<file path="src/rtl/tow_game_ctrl.sv">
// Round sequencer for the tug-of-war reaction game: darkness, all-on wait,
// random delay, then either a fake round or live play until a player wins.
module tow_game_ctrl #(
  parameter int DARK_MS = 500,
  parameter int WAIT_MS = 1000,
  parameter int STEP_MS = 100,
  parameter int FAKE_MS = 1000,
  parameter int END_MS  = 3000
) (
  input  logic       clk,
  input  logic       reset_n,
  input  logic       tick_ms,
  input  logic       start_btn,
  input  logic [3:0] rand_delay,
  input  logic       fake_en,
  input  logic [6:0] score,
  output logic [2:0] led_control,
  output logic       score_enable,
  output logic       win_l,
  output logic       win_r,
  output logic [2:0] state_dbg
);

  typedef enum logic [2:0] {
    S_RST_DISP = 3'd0,
    S_DARK     = 3'd1,
    S_WAIT     = 3'd2,
    S_DELAY    = 3'd3,
    S_FAKE     = 3'd4,
    S_PLAY     = 3'd5,
    S_END      = 3'd6
  } state_t;

  localparam logic [11:0] DARK_LAST = 12'(DARK_MS - 1);
  localparam logic [11:0] WAIT_LAST = 12'(WAIT_MS - 1);
  localparam logic [11:0] FAKE_LAST = 12'(FAKE_MS - 1);
  localparam logic [11:0] END_LAST  = 12'(END_MS - 1);
  localparam logic [11:0] STEP_C    = 12'(STEP_MS);

  localparam logic [6:0] SCORE_LEFT  = 7'b1000000;
  localparam logic [6:0] SCORE_RIGHT = 7'b0000001;

  state_t      state;
  state_t      next_state;
  logic [11:0] ms_cnt;
  logic        start_prev;
  logic [3:0]  rand_s;
  logic        fake_s;
  logic        start_edge;
  logic        entering;
  logic        timer_done;
  logic [11:0] cur_last;
  logic [11:0] delay_dur;

  assign start_edge = start_btn & ~start_prev;
  assign entering   = (next_state != state);
  assign state_dbg  = state;

  // Delay length is (steps+1)*STEP_MS; max 1600 fits in the 12-bit counter.
  always_comb begin
    delay_dur = ({8'd0, rand_s} + 12'd1) * STEP_C;
    cur_last  = '0;
    case (state)
      S_DARK:  cur_last = DARK_LAST;
      S_WAIT:  cur_last = WAIT_LAST;
      S_DELAY: cur_last = delay_dur - 12'd1;
      S_FAKE:  cur_last = FAKE_LAST;
      S_END:   cur_last = END_LAST;
      default: cur_last = '0;
    endcase
    timer_done = tick_ms && (ms_cnt == cur_last);
  end

  always_comb begin
    next_state = state;
    case (state)
      S_RST_DISP: if (start_edge) next_state = S_DARK;
      S_DARK:     if (timer_done) next_state = S_WAIT;
      S_WAIT:     if (timer_done) next_state = S_DELAY;
      S_DELAY:    if (timer_done) next_state = fake_s ? S_FAKE : S_PLAY;
      S_FAKE:     if (timer_done) next_state = S_DARK;
      S_PLAY:     if (score == SCORE_LEFT || score == SCORE_RIGHT) next_state = S_END;
      S_END:      if (timer_done) next_state = S_RST_DISP;
      default:    next_state = S_RST_DISP;
    endcase
  end

  always_comb begin
    led_control  = 3'b001;
    score_enable = 1'b0;
    case (state)
      S_RST_DISP: led_control = 3'b001;
      S_DARK:     led_control = 3'b000;
      S_WAIT:     led_control = 3'b010;
      S_DELAY:    led_control = 3'b000;
      S_FAKE:     led_control = 3'b100;
      S_PLAY: begin
        led_control  = 3'b011;
        score_enable = 1'b1;
      end
      S_END:      led_control = 3'b110;
      default:    led_control = 3'b001;
    endcase
  end

  always_ff @(posedge clk or negedge reset_n) begin
    if (!reset_n) state <= S_RST_DISP;
    else          state <= next_state;
  end

  // start_prev resets high so a button held through reset is not an edge.
  always_ff @(posedge clk or negedge reset_n) begin
    if (!reset_n) begin
      ms_cnt     <= '0;
      start_prev <= 1'b1;
      rand_s     <= '0;
      fake_s     <= 1'b0;
      win_l      <= 1'b0;
      win_r      <= 1'b0;
    end else begin
      start_prev <= start_btn;
      if (entering)     ms_cnt <= '0;
      else if (tick_ms) ms_cnt <= ms_cnt + 12'd1;
      if (entering && next_state == S_DELAY) begin
        rand_s <= rand_delay;
        fake_s <= fake_en;
      end
      if (state == S_PLAY && next_state == S_END) begin
        win_l <= (score == SCORE_LEFT);
        win_r <= (score == SCORE_RIGHT);
      end else if (entering && next_state == S_RST_DISP) begin
        win_l <= 1'b0;
        win_r <= 1'b0;
      end
    end
  end

endmodule

</file>
<file path="config.mk">
export PLATFORM = sky130hd
export DESIGN_NAME = tow_game_ctrl
export DESIGN_NICKNAME = d
export VERILOG_FILES = /design/src/rtl/tow_game_ctrl.sv
export SDC_FILE = /design/constraint.sdc
export NUM_CORES = 1
export LEC_CHECK = 0
export BUFFER_PORTS_ARGS = -buffer_cell sky130_fd_sc_hd__buf_4
export CAP_MARGIN = 30
export CORE_AREA = 2 2 84 86
export CTS_CLUSTER_DIAMETER = 120
export CTS_CLUSTER_SIZE = 16
export DETAILED_ROUTE_END_ITERATION = 6
export DIE_AREA = 0 0 86 88
export PLACE_DENSITY = 0.56
export SLEW_MARGIN = 30
export SYNTH_ARGS = -nofsm -noshare
export SYNTH_HDL_FRONTEND = slang
export SYNTH_SLANG_ARGS = --single-unit
</file>
<file path="constraint.sdc">
create_clock -name clk -period 13.95 [get_ports clk]
set_input_delay 1.395 -clock clk [delete_from_list [all_inputs] [get_ports clk]]
set_output_delay 1.395 -clock clk [all_outputs]
set_load 0.01 [all_outputs]
</file>
==> Word level (Yosys, flattened, before mapping) <==
Cells that the tools add are included.
W data, S select, Z words.
{ "word_totals": {"mem_count": 0, "rom_bits": 0, "in_bits": 16, "regBits": 23, "latch_bits": 0, "output_inout_bits": 9, "wordCells": 53, "mem_bits_rw": 0} }
{ "classes": {"multipliers": 1, "add_sub_neg": 3, "n_shift": 0, "n_eq_ne": 12, "n_reduce_logical": 11, "n_div": 0, "mux": 17, "magnitude_cmp": 0, "n_bitwise": 2} }
{ "ops": {"columns": ["op", "n"], "rows": [
  ["$pmux W12 S4", 1],
  ["$mux W12", 2],
  ["$mux W3", 7],
  ["$pmux W3 S7", 1],
  ["$pmux W3 S5", 1],
  ["$add A12 B1 Y12 const B", 1],
  ["$eq A12 B12 Y1", 1],
  ["$eq A3 B3 Y1 const B", 4],
  ["$sub A12 B1 Y12 const B", 1],
  ["$mul A5 B5 Y10 const B", 1],
  ["$eq A3 B2 Y1 const B", 3],
  ["$eq A7 B1 Y1 const B", 1],
  ["$eq A7 B7 Y1 const B", 1],
  ["$logic_not A3 Y1", 2],
  ["$add A4 B1 Y5 const B", 1],
  ["$mux W1", 5],
  ["$logic_and A1 B1 Y1", 4],
  ["$reduce_bool A2 Y1", 2],
  ["$reduce_or A2 Y1", 2],
  ["$eq A3 B1 Y1 const B", 1],
  ["$ne A3 B3 Y1", 1],
  ["$and A1 B1 Y1", 1],
  ["$logic_or A1 B1 Y1", 1],
  ["$not A1 Y1", 1]
]} }

==> Logic depth before layout (Yosys ltp) <==
Gate-level depths: netlist of run 1.
{ "logic_depth": {"depth_word": 12, "mapped_depth": 20, "ltp_nobuf": 16} }

==> Worst setup path before layout of run 1 <==
No wires, ideal clock.
{ "synth_timing": {"path_kind": "reg2reg", "from": "reg rand_s[0]", "to": "reg fake_s", "required_time_ps": 13825, "path_buffers": 4, "setup_ps": 125, "synth_period_minus_slack_ps": 4883, "path_slack_ps": 9067, "arrival_ps": 4758, "path_stages_with_launch": 20, "path_cell_list": "dfrtp_1 -> clkbuf_1 -> nand3_1 -> xor2_1 -> inv_1 -> ha_1 -> ha_1 -> ha_1 -> ha_1 -> clkbuf_1 -> nand2b_1 -> or4b_1 -> and2_0 -> a311oi_1 -> nor3_1 -> or4_1 -> buf_6 -> or2_1 -> buf_6 -> mux2_4"} }
{ "synth_between": {"elab_chain_len": 10, "word_cells_on_any_way": 15, "classes_between": "add/sub (2); mul (1); eq/ne (3); mux (7); reduce/logical (2)"} }
{ "synth_rtl": {"columns": ["item", "line_no", "text"], "rows": [
  ["start, declared", "47", "logic [3:0] rand_s;"],
  ["start signal, assigned", "125", "rand_s <= rand_delay;"],
  ["$add A4 B1 Y5 (*)", "61", "delay_dur = ({8'd0, rand_s} + 12'd1) * STEP_C;"],
  ["$mul A5 B5 Y10 (*)", "61", null],
  ["$sub A12 B1 Y12 (*)", "66", "S_DELAY: cur_last = delay_dur - 12'd1;"],
  ["$pmux W12 S4 (*)", "63", "case (state)"],
  ["$eq A12 B12 Y1 (*)", "71", "timer_done = tick_ms && (ms_cnt == cur_last);"],
  ["$logic_and A1 B1 Y1 (*)", "71", null],
  ["$mux W3, on equally long branches", null, null],
  ["$pmux W3 S7 (*)", "76", "case (state)"],
  ["$ne A3 B3 Y1 / $eq A3 B2 Y1 (equally long branches)", "56, 124", null],
  ["$logic_and A1 B1 Y1 (*)", "124", "if (entering && next_state == S_DELAY) begin"],
  ["end signal, assigned", "126", "fake_s <= fake_en;"],
  ["end, declared", "48", "logic fake_s;"]
]} }
Every way passes the cells marked *; elsewhere a longest branch is shown, timed or not.
A chain may end at the register's enable or synchronous reset.

==> Final worst setup path of run 1 <==
{ "layout_timing": {"from": "reg rand_s[0]", "to": "reg ms_cnt[8]"} }
{ "layout_between": {"elab_chain_len": 10, "word_cells_on_any_way": 15, "classes_between": "add/sub (2); mul (1); eq/ne (2); mux (8); reduce/logical (2)"} }
{ "layout_rtl": {"columns": ["item", "line_no", "text"], "rows": [
  ["$add A4 B1 Y5 (*)", "61", null],
  ["$mul A5 B5 Y10 (*)", "61", null],
  ["$sub A12 B1 Y12 (*)", "66", null],
  ["$pmux W12 S4 (*)", "63", null],
  ["$eq A12 B12 Y1 (*)", "71", null],
  ["$logic_and A1 B1 Y1 (*)", "71", null],
  ["$mux W3, on equally long branches", null, null],
  ["$pmux W3 S7 (*)", "76", null],
  ["$ne A3 B3 Y1 (*)", "56", "assign entering = (next_state != state);"],
  ["$mux W12 / $reduce_bool A2 Y1 (equally long branches)", null, null],
  ["end signal, assigned", "123", "else if (tick_ms) ms_cnt <= ms_cnt + 12'd1;"],
  ["end, declared", "45", "logic [11:0] ms_cnt;"]
]} }
Marked as above.

==> impl_metrics.py, run 1 <==
metrics = {
    "status": {
        "status": "finished, final reports clean",
    },
    "critical_path": {
        "critical_path.endpoint_type": "flop",
        "critPathLaunchType": "flop",
        "crit_arrival_ps": 5510,
        "crit_path_start": "rand_s[0]",
        "reg2reg_slack_ps": 8600,
        "worstReg2RegEnd": "ms_cnt[8]",
        "timing.rr.start": "rand_s[0]",
        "worstPathRequired_ps": 14110,
        "cp-endpoint": "ms_cnt[8]",
        "crit_type": "reg -> reg",
        "crit_fanout": 10,
        "rr_worst_depth": 15,
    },
    "timing": {
        "hold_viol": 0,
        "fin_skew_ps": 1.24,
        "fmax_mhz": 187,
        "period_needed_ps": 5350,
        "worst_slew_pin_slew_ps": 718,
        "relSlewSlack_pct": 52.1,
        "setup_tns_ps": 0,
        "rsz0062_at_grt": "no",
        "fin_crit_sh_pct": 38.3,
        "setup_viol": 0,
        "maxSlewViolCount": 0,
    },
    "final_layout": {
        "layout-drive-gt1-share_pct": 14.2,
        "seq_area_um2": 577,
        "final_area_mm2": 0.00252,
        "nNetsFinal": 316,
        "final_cell_mix": "26 x nor2_1, 24 x buf_4, 22 x dfrtp_1",
        "multi_input_area_mm2": 0.00159,
        "n_antenna_cell": 0,
        "fill_cells": 679,
        "final_common_cell": "nor2_1",
        "area_delta_synth_final_pct": 9.92,
    },
    "place": {
        "port_buffers": 24,
        "dp_hpwl_um": 4080,
        "placed_cell_area_mm2": 0.00247,
        "globalplace.congestion": 0.853,
    },
    "clock_network": {
        "htreeDepth": 1,
        "post_cts_resized": 0,
        "clkTransAtPathRegs_ps": 90,
        "cts_tree": "built",
        "cts_buffers": 3,
        "cts_sinks": 23,
        "max-clock-path-buffers": 2,
        "clkLatencyLatePin_ps": 270,
        "cts_hold_buf": 0,
        "cts_root_buf": "clkbuf_8",
        "post_cts_buffers": 0,
    },
    "synthesis": {
        "synth_warnings": 0,
        "synth-edff-count": 0,
        "syn_inst": 273,
        "yosysTopAreaCell": "dfrtp_1",
        "yosys.cell_types.count": 59,
        "synth_top_area_share_pct": 24.0,
        "synth_flop_cell": "dfrtp_1",
        "syn_nets": 307,
        "yosysSeqAreaShare_pct": 25.1,
        "syn_area_mm2": 0.00230,
        "ys_ff_latch": 23,
        "synth.avg_cell_area_um2": 8.41,
        "synth_top_cells_by_area": "dfrtp_1 24%, ha_1 9.3%, xor2_1 5.7%, nor2_1 4.3%, xnor2_1 4.2%",
        "async_flop_share_pct": 100,
    },
    "drt": {
        "drc_errors": 0,
        "antenna_left": 0,
        "drt_wl_total_um": 5540,
        "first_pass_iters": 4,
        "drt-initial-drc-count": 90,
        "wl_per_cell_um": 15.4,
        "vias": 2026,
        "avgViaCountPerCell": 5.61,
    },
    "power": {
        "power.total_mw": 0.178,
        "power_density_mw_per_mm2": 70.6,
        "vdd_drop_max_mv": 0.0443,
        "p_leak_nw": 1.20,
    },
    "min_path": {
        "min_path_type": "reg -> reg",
    },
    "global_route": {
        "track_usage_pct": 15.7,
        "grt_max_degree": 25,
        "grt.overflow.total": 0,
        "grt_pass1_vias": 1988,
        "antenna_found_initial": 0,
        "grt_pass1_wl_um": 9610,
    },
    "floorplanning": {
        "die_w_um": 86,
        "fp-row-count": 30,
        "initial_utilization_pct": 34.6,
        "die_h_um": 88,
        "core-area_mm2": 0.00664,
        "die-area_mm2": 0.00757,
        "num_io_pins": 25,
    },
    "flow_run": {
        "drv_cap": 0,
    },
}
[routing by layer]
| layer | track usage (%) | share of wire (%) |
|---|---|---|
| met1 | 21.7 | 48 |
| met5 | 0 | 0 |
| met2 | 25.2 | 47 |
| met3 | 1.23 | 3.5 |
| met4 | 6.49 | 1.6 |
[critical path, cell delays in order, from the launching register on]
cell and delay, ps:
dfrtp_1 550, inv_1 150, ha_1 410, inv_1 130, ha_1 310, ha_1 320
fa_1 580, nand2b_1 190, or4b_1 490, and2_0 160, a311oi_1 280, nor3_1 90
or4_1 710, a21oi_1 530, clkbuf_2 280, nor2_1 70
[how the worst min path moves through the flow]
stage,from,end,cells after the start
after floorplan,fake_s,fake_s,1
after global placement,fake_s,fake_s,1
after detailed placement,fake_s,fake_s,1
after CTS,fake_s,fake_s,1
after global routing,fake_s,fake_s,1
final,fake_s,fake_s,1
[stage by stage]
| stage | hold WS, ps | setup WS, ps | util, % | cells |
|---|---|---|---|---|
| floorplan | 483 | 9070 | - | 273 |
| global placement | 510 | 8600 | 37.2 | 356 |
| detailed placement | 516 | 8550 | 37.2 | 356 |
| CTS | 537 | 8520 | 37.9 | 360 |
| global route | 566 | 8230 | 38.0 | 361 |
| finish | 533 | 8600 | 38.0 | 361 |
[state kept, by name, indices dropped and copies added, names as in the netlist]
name	count
rand_s	4
win_l	1
win_r	1
start_prev	1
ms_cnt	12
fake_s	1
state_dbg	3
[final cells by class]
class	instances	share of cell area, %
repair buffers	25	7.34
clock inverters	1	0.198
multi-input cells	221	62.8
clock buffers	3	1.64
flip-flops and latches	23	22.9
inverters	8	1.19
well taps	80	3.97
[synthesized netlist by cell type (all sizes together), types with 2 or more instances]
master   count
nand4bb      2
nor2        26
xor2        15
o311ai       2
ha          17
a211oi       3
or3          4
a21oi       12
a21o         6
or2          4
o21ai       11
nand4        9
o31ai        2
a311o        2
xnor2       11
and3         4
mux2i        6
and4         2
nor4         3
inv          8
nor3b        2
clkbuf      14
dfrtp       22
or4          4
nand2b       3
a2bb2oi      2
nor3         5
mux2         6
nand3        7
buf          7
o22a         2
and2         2
a31oi        3
nor2b        6
nand2       20
a311oi       2
[kinds of logic after synthesis]
kind of cell    count (synthesis)  share of synthesized area, %
compound gates                 59                          18.0
simple gates                  106                          24.6
flops                          23                          25.1
xor+xnor                       26                          9.92
fa+ha+maj                      18                          10.1
mux                            12                          6.38
buf+inv                        29                          5.83
[power breakdown]
| part | internal [mW] | total (mW) | switching (mW) |
|---|---|---|---|
| Combinational | 0.0201 | 0.0404 | 0.0203 |
| Clock | 0.0200 | 0.0429 | 0.0229 |
| Sequential | 0.0769 | 0.0948 | 0.0179 |
Power figures use the tool's default switching activity.
==> inputs of run 2 (changes only) <==
Settings changed: ABC_AREA set to 1, CORE_AREA 2 2 84 86 to 2 2 88 90, DIE_AREA 0 0 86 88 to 0 0 90 92, PLACE_DENSITY 0.56 to 0.57.
Clock period 13.95 ns to 4.9 ns, I/O delays scaled along.
==> run 2 against run 1 <==
Final area grew 11%. Non-clock buffer count grew 3. Cell count grew 39%. Count of clock-buffer cells in the layout is the same. Sequential share of layout area shrank 2.2 points. Combinational power grew to 3.3 times the previous value. Register-to-register slack lost 8100 ps. Worst hold slack lost 430 ps. Sequential power grew to 2.6 times the previous value. Routed wire length grew 4.1%. Worst setup slack lost 8100 ps. Critical path type unchanged. Highest routed layer unchanged.
==> impl_metrics.py, run 2 <==
metrics = {
    "critical_path": {
        "worstReg2RegEnd": "win_l",
        "cp_common_cell": "nand2_1",
        "crit_type": "reg -> reg",
        "crit_path_start": "rand_s[0]",
        "critPathMaxStageDelay_ps": 430,
        "crit_arrival_ps": 4540,
        "crit_fanout": 13,
        "rr_worst_depth": 29,
        "critPathLaunchType": "flop",
        "worst_path_max_delay_cell": "dfrtp_2",
        "worstPathRequired_ps": 5070,
        "critical_path.endpoint_type": "flop",
        "timing.rr.start": "rand_s[0]",
        "reg2reg_slack_ps": 530,
        "cp-endpoint": "win_l",
    },
    "final_layout": {
        "n_antenna_cell": 0,
        "regMostFlops": "ms_cnt",
        "final_cell_mix": "104 x nand2_1, 55 x inv_1, 44 x nand3_1",
        "layout-drive-gt1-share_pct": 19.0,
        "area_delta_synth_final_pct": 13.2,
        "fill_cells": 853,
        "largest_reg_flops": 12,
        "final_common_cell": "nand2_1",
        "nNetsFinal": 436,
        "final_cell_count_no_fill": 503,
    },
    "timing": {
        "setup_slack_ps": 532,
        "setup_viol": 0,
        "maxSlewViolCount": 0,
        "rsz0062_at_grt": "no",
        "fin_crit_sh_pct": 89.1,
        "period_needed_ps": 4370,
        "fin_skew_ps": 6.91,
        "fmax_mhz": 229,
        "relSlewSlack_pct": 69.4,
        "hold_viol": 0,
        "setup_tns_ps": 0,
        "worst_slew_pin_slew_ps": 459,
    },
    "synthesis": {
        "yosysTopAreaCell": "dfrtp_1",
        "synth-edff-count": 0,
        "synth_top_area_share_pct": 22.2,
        "synth.avg_cell_area_um2": 6.59,
        "synth_commonest_cells": "104 x nand2_1, 55 x inv_1, 44 x nand3_1",
        "synth_top_cells_by_area": "dfrtp_1 22%, nand2_1 16%, nand3_1 8.9%, ha_1 8.6%, inv_1 8.3%",
        "yosysSeqAreaShare_pct": 23.3,
        "syn_nets": 410,
        "synth_most_common_cell": "nand2_1",
        "syn_inst": 376,
        "yosys.cell_types.count": 34,
        "syn_area_mm2": 0.00248,
        "async_flop_share_pct": 100,
        "ys_ff_latch": 23,
        "synth_flop_cell": "dfrtp_1",
        "synth_warnings": 0,
    },
    "floorplanning": {
        "die_h_um": 92,
        "die-area_mm2": 0.00828,
        "die_w_um": 90,
        "num_io_pins": 25,
        "fp-row-count": 32,
        "initial_utilization_pct": 33.3,
        "core-area_mm2": 0.00745,
    },
    "global_route": {
        "grt.overflow.total": 0,
        "grt_pass1_wl_um": 10200,
        "antenna_found_initial": 0,
        "grt_pass1_vias": 2265,
        "track_usage_pct": 14.9,
        "grt_max_degree": 24,
    },
    "status": {
        "status": "finished, final reports clean",
    },
    "drt": {
        "first_pass_iters": 4,
        "met3WireLength_um": 198,
        "wl_met2_um": 2740,
        "drt-initial-drc-count": 86,
        "drc_errors": 0,
        "top_layer_used": "met4",
        "antenna_left": 0,
        "wl_per_cell_um": 11.5,
        "avgViaCountPerCell": 4.72,
        "drt_wl_total_um": 5770,
        "routedLengthMet1_um": 2660,
        "vias": 2372,
    },
    "min_path": {
        "min_path_type": "in -> async",
    },
    "clock_network": {
        "clkLatencyLatePin_ps": 270,
        "cts_buffers": 3,
        "cts_tree": "built",
        "cts_hold_buf": 0,
        "max-clock-path-buffers": 2,
        "htreeDepth": 1,
        "cts_root_buf": "clkbuf_8",
        "clkTransAtPathRegs_ps": 90,
        "cts_sinks": 23,
    },
    "place": {
        "place_ws_ps": 172,
        "globalplace.congestion": 0.898,
        "dp_cells": 495,
        "port_buffers": 24,
        "dp_hpwl_um": 4700,
    },
    "power": {
        "power_density_mw_per_mm2": 180,
        "p_leak_nw": 1.45,
        "vdd_drop_max_mv": 0.159,
    },
    "flow_run": {
        "drv_cap": 0,
    },
}
[run 2: cell count changes after synthesis, sizes merged, moves of 8 or more]
cell    previous run  this run
xnor2             11         2
clkbuf            14         1
inv                8        59
xor2              15         7
nor2              26        47
nand3              7        54
nand2             20       119
[run 2: cells by family (layout without fill, tap and decap cells)]
| family | after synthesis | after routing | share of synthesized area, % |
|---|---|---|---|
| fa+ha+maj | 18 | 18 | 9.39 |
| compound gates | 12 | 12 | 3.13 |
| simple gates | 247 | 247 | 48.8 |
| buf+inv | 66 | 91 | 11.8 |
| xor+xnor | 9 | 9 | 3.18 |
| flops | 23 | 23 | 23.3 |
| mux | 1 | 1 | 0.404 |
[run 2: metal layers]
layer / up-vias / global-route usage (%)
met5: - / 0
met2: 44 / 26.1
met4: 0 / 6.15
li1: 1252 / -
met3: 15 / 1.48
met1: 1061 / 18.9
[run 2: worst min-delay path by stage]
stage          depth (start not counted)  slack (ps)            to    start
2_1_floorplan                          0         190        fake_s  reset_n
3_3_place_gp                           1         410  state_dbg[0]  reset_n
3_5_place_dp                           1         410  state_dbg[0]  reset_n
4_1_cts                                1         110     ms_cnt[1]  reset_n
5_1_grt                                1         130         win_l  reset_n
6_report                               1         110     ms_cnt[1]  reset_n
[run 2: power by group]
| part | internal (mW) | switching, mW |
|---|---|---|
| sequential | 0.217 | 0.0291 |
| combinational | 0.0583 | 0.0764 |
| clock | 0.0577 | 0.0670 |
| total | 0.333 | 0.173 |
[run 2: critical path, delay by kind of cell, from the launching register on]
family                     cells  cell delay, ps
and+or+nand+nor               22            2230
adders and majority gates      5            1380
buffers and inverters          2             220
DFF                            1             430
[run 2: layout make-up]
cell class / count / area, um2 / area share [%]
multi-input cells: 287 / 1620 / 57.6
flip-flops and latches: 23 / 578 / 20.6
inverters: 59 / 224 / 7.98
repair buffers: 28 / 210 / 7.49
well taps: 102 / 128 / 4.55
clock buffers: 3 / 41.3 / 1.47
clock inverters: 1 / 7.51 / 0.268
[run 2: repair_timing]
item,4_1_cts,5_1_grt
endpoints found under the setup margin,0,16
gates resized for setup,0,3
buffers inserted,0,4
hold endpoints to repair,0,0
[run 2: per-stage QoR]
step	cell area (um2)	hold slack, ps	util, %	power [mW]
floorplan	2480	194	-	0.346
finish	2810	106	37.7	0.506
global route	2810	126	37.7	0.548
CTS	2770	114	37.1	0.514
detailed placement	2720	413	36.5	0.388
global placement	2720	412	36.5	0.385
==> inputs of run 3 (changes only) <==
Settings changed: CTS_BUF_LIST set to sky130_fd_sc_hd__clkbuf_2, CTS_CLUSTER_SIZE 16 to unset.
==> run 3 against run 2 <==
Utilization is 0.25 points lower. Flip-flop and latch count is the same. Combinational power about the same. Critical path depth is 2 lower. Count of clock-buffer cells in the layout did not move. Register-to-register slack lost 70 ps. Largest cell class unchanged.
==> impl_metrics.py, run 3 (synthesis gave the netlist of run 2 again) <==
metrics = {
    "critical_path": {
        "reg2reg_slack_ps": 460,
        "worstReg2RegEnd": "win_l",
        "crit_arrival_ps": 4750,
        "critical_path.endpoint_type": "flop",
        "worstPathRequired_ps": 5210,
        "crit_fanout": 13,
        "rr_worst_depth": 27,
        "crit_type": "reg -> reg",
        "timing.rr.start": "rand_s[0]",
        "critPathLaunchType": "flop",
    },
    "clock_network": {
        "max-clock-path-buffers": 2,
        "htreeDepth": 1,
        "cts_buffers": 3,
        "cts_tree": "built",
        "cts_sinks": 23,
        "clkTransAtPathRegs_ps": 250,
        "clkLatencyLatePin_ps": 370,
        "cts_root_buf": "clkbuf_2",
    },
    "timing": {
        "setup_viol": 0,
        "hold_viol": 0,
        "setup_slack_ps": 461,
        "fin_crit_sh_pct": 90.6,
        "fin_skew_ps": 21.9,
        "relSlewSlack_pct": 69.3,
        "maxSlewViolCount": 0,
        "worst_slew_pin_slew_ps": 461,
        "period_needed_ps": 4440,
        "fmax_mhz": 225,
    },
    "final_layout": {
        "fill_cells": 858,
        "final_common_cell": "nand2_1",
        "layout-drive-gt1-share_pct": 18.7,
        "largest_reg_flops": 12,
        "area_delta_synth_final_pct": 12.5,
        "final_cell_mix": "104 x nand2_1, 55 x inv_1, 44 x nand3_1",
        "nNetsFinal": 437,
        "final_core_util_pct": 37.4,
        "final_cell_count_no_fill": 504,
        "final_area_mm2": 0.00279,
        "regMostFlops": "ms_cnt",
        "n_antenna_cell": 0,
    },
    "min_path": {
        "min_from": "start_btn",
        "min_to": "start_prev",
        "holdPathStages": 1,
        "min_path_type": "in -> reg",
    },
    "flow_run": {
        "drv_cap": 0,
    },
    "floorplanning": {
        "die_h_um": 92,
        "die_w_um": 90,
        "num_io_pins": 25,
        "core-area_mm2": 0.00745,
        "die-area_mm2": 0.00828,
        "initial_utilization_pct": 33.3,
        "fp-row-count": 32,
    },
    "global_route": {
        "antenna_found_initial": 0,
        "grt_pass1_wl_um": 10200,
        "grt_max_degree": 24,
        "grt.overflow.total": 0,
        "grt_pass1_vias": 2260,
        "track_usage_pct": 14.9,
    },
    "drt": {
        "drt-initial-drc-count": 97,
        "antenna_left": 0,
        "first_pass_iters": 4,
        "drc_errors": 0,
        "avgViaCountPerCell": 4.74,
        "vias": 2388,
        "drt_wl_total_um": 5780,
        "wl_per_cell_um": 11.5,
    },
    "power": {
        "vdd_drop_max_mv": 0.159,
        "netSwitchingFraction_pct": 36.8,
        "p_sw_mw": 0.172,
        "p_seq_share_pct": 52.8,
        "p_leak_nw": 1.44,
        "power_density_mw_per_mm2": 168,
        "combPwrFrac_pct": 29.1,
        "clockPowerShare_pct": 18.1,
        "internal_power_mw": 0.295,
    },
    "place": {
        "port_buffers": 24,
        "placed_cell_area_mm2": 0.00272,
        "dp_hpwl_um": 4700,
        "place_ws_ps": 172,
        "dp_cells": 495,
        "globalplace.congestion": 0.898,
    },
    "status": {
        "status": "finished, final reports clean",
    },
}
[run 3: changes by cell type in the layout (fill, tap and decap cells not counted)]
cell,before,now
nor2_2,4,3
nor2_1,40,41
clkbuf_2,0,3
dlygate4sd3_1,0,1
clkbuf_8,3,0
[run 3: critical path, cell delays in order (launching register included)]
cell	delay, ps
dfrtp_2	510
buf_4	160
ha_1	210
inv_1	60
nand2_1	50
nand2_2	110
inv_1	70
ha_1	270
ha_1	320
fa_1	530
nor2_1	250
nand4_1	160
a21oi_1	200
nand2_1	80
nand2_1	60
nand3_1	90
nand3_1	110
nand2_2	110
nor2_8	140
nand3_1	110
nand2_1	130
nand3_2	80
nand2_1	60
nand2_1	80
nand2_4	170
nand2_1	120
nand3_1	80
nand2_1	50
[run 3: cell type report]
type / instances / area (um2) / area share (%)
inverter: 59 / 224 / 8.04
tap: 102 / 128 / 4.58
clock buffer: 3 / 15.0 / 0.539
clock inverter: 1 / 7.51 / 0.269
sequential: 23 / 578 / 20.7
multi-input combinational: 287 / 1610 / 57.9
timing repair buffer: 29 / 220 / 7.90
[run 3: what timing repair did]
item | CTS | global route
gates resized for setup | 0 | 2
buffers inserted | 0 | 4
endpoints found under the hold margin | 22 | 0
hold buffers | 1 | 0
endpoints found under the setup margin | 0 | 17
[run 3: per-stage QoR]
stage          hold slack (ps)  TNS (ps)  total power, mW
3_5_place_dp               413         0            0.388
6_report                   217         0            0.467
3_3_place_gp               412         0            0.385
4_1_cts                    209         0            0.474
5_1_grt                    202     -9.83            0.506
2_1_floorplan              194         0            0.346
[run 3: power groups by stage]
stage          Combinational, mW  Clock (mW)  Sequential [mW]
2_1_floorplan              0.103           0            0.242
3_3_place_gp               0.135           0            0.250
3_5_place_dp               0.138           0            0.250
4_1_cts                    0.139      0.0878            0.247
5_1_grt                    0.161      0.0930            0.252
6_report                   0.136      0.0844            0.247
[run 3: worst max path at each step]
stage                     startpoint  cells past startpoint   endpoint  slack [ps]
after floorplan            rand_s[0]                     26  ms_cnt[7]        1090
after global placement     rand_s[0]                     27      win_l         320
after detailed placement   rand_s[0]                     27      win_r         170
after CTS                  rand_s[0]                     27      win_r         130
after global routing       rand_s[0]                     27      win_r         -10
final                      rand_s[0]                     27      win_l         460
[run 3: routing by layer]
| layer | track usage [%] | part of all wire (%) | up-vias |
|---|---|---|---|
| met5 | 0 | 0 | - |
| met1 | 18.9 | 46 | 1078 |
| li1 | - | - | 1252 |
| met2 | 26.4 | 48 | 45 |
| met4 | 5.38 | 2.5 | 0 |
| met3 | 1.23 | 3.0 | 13 |
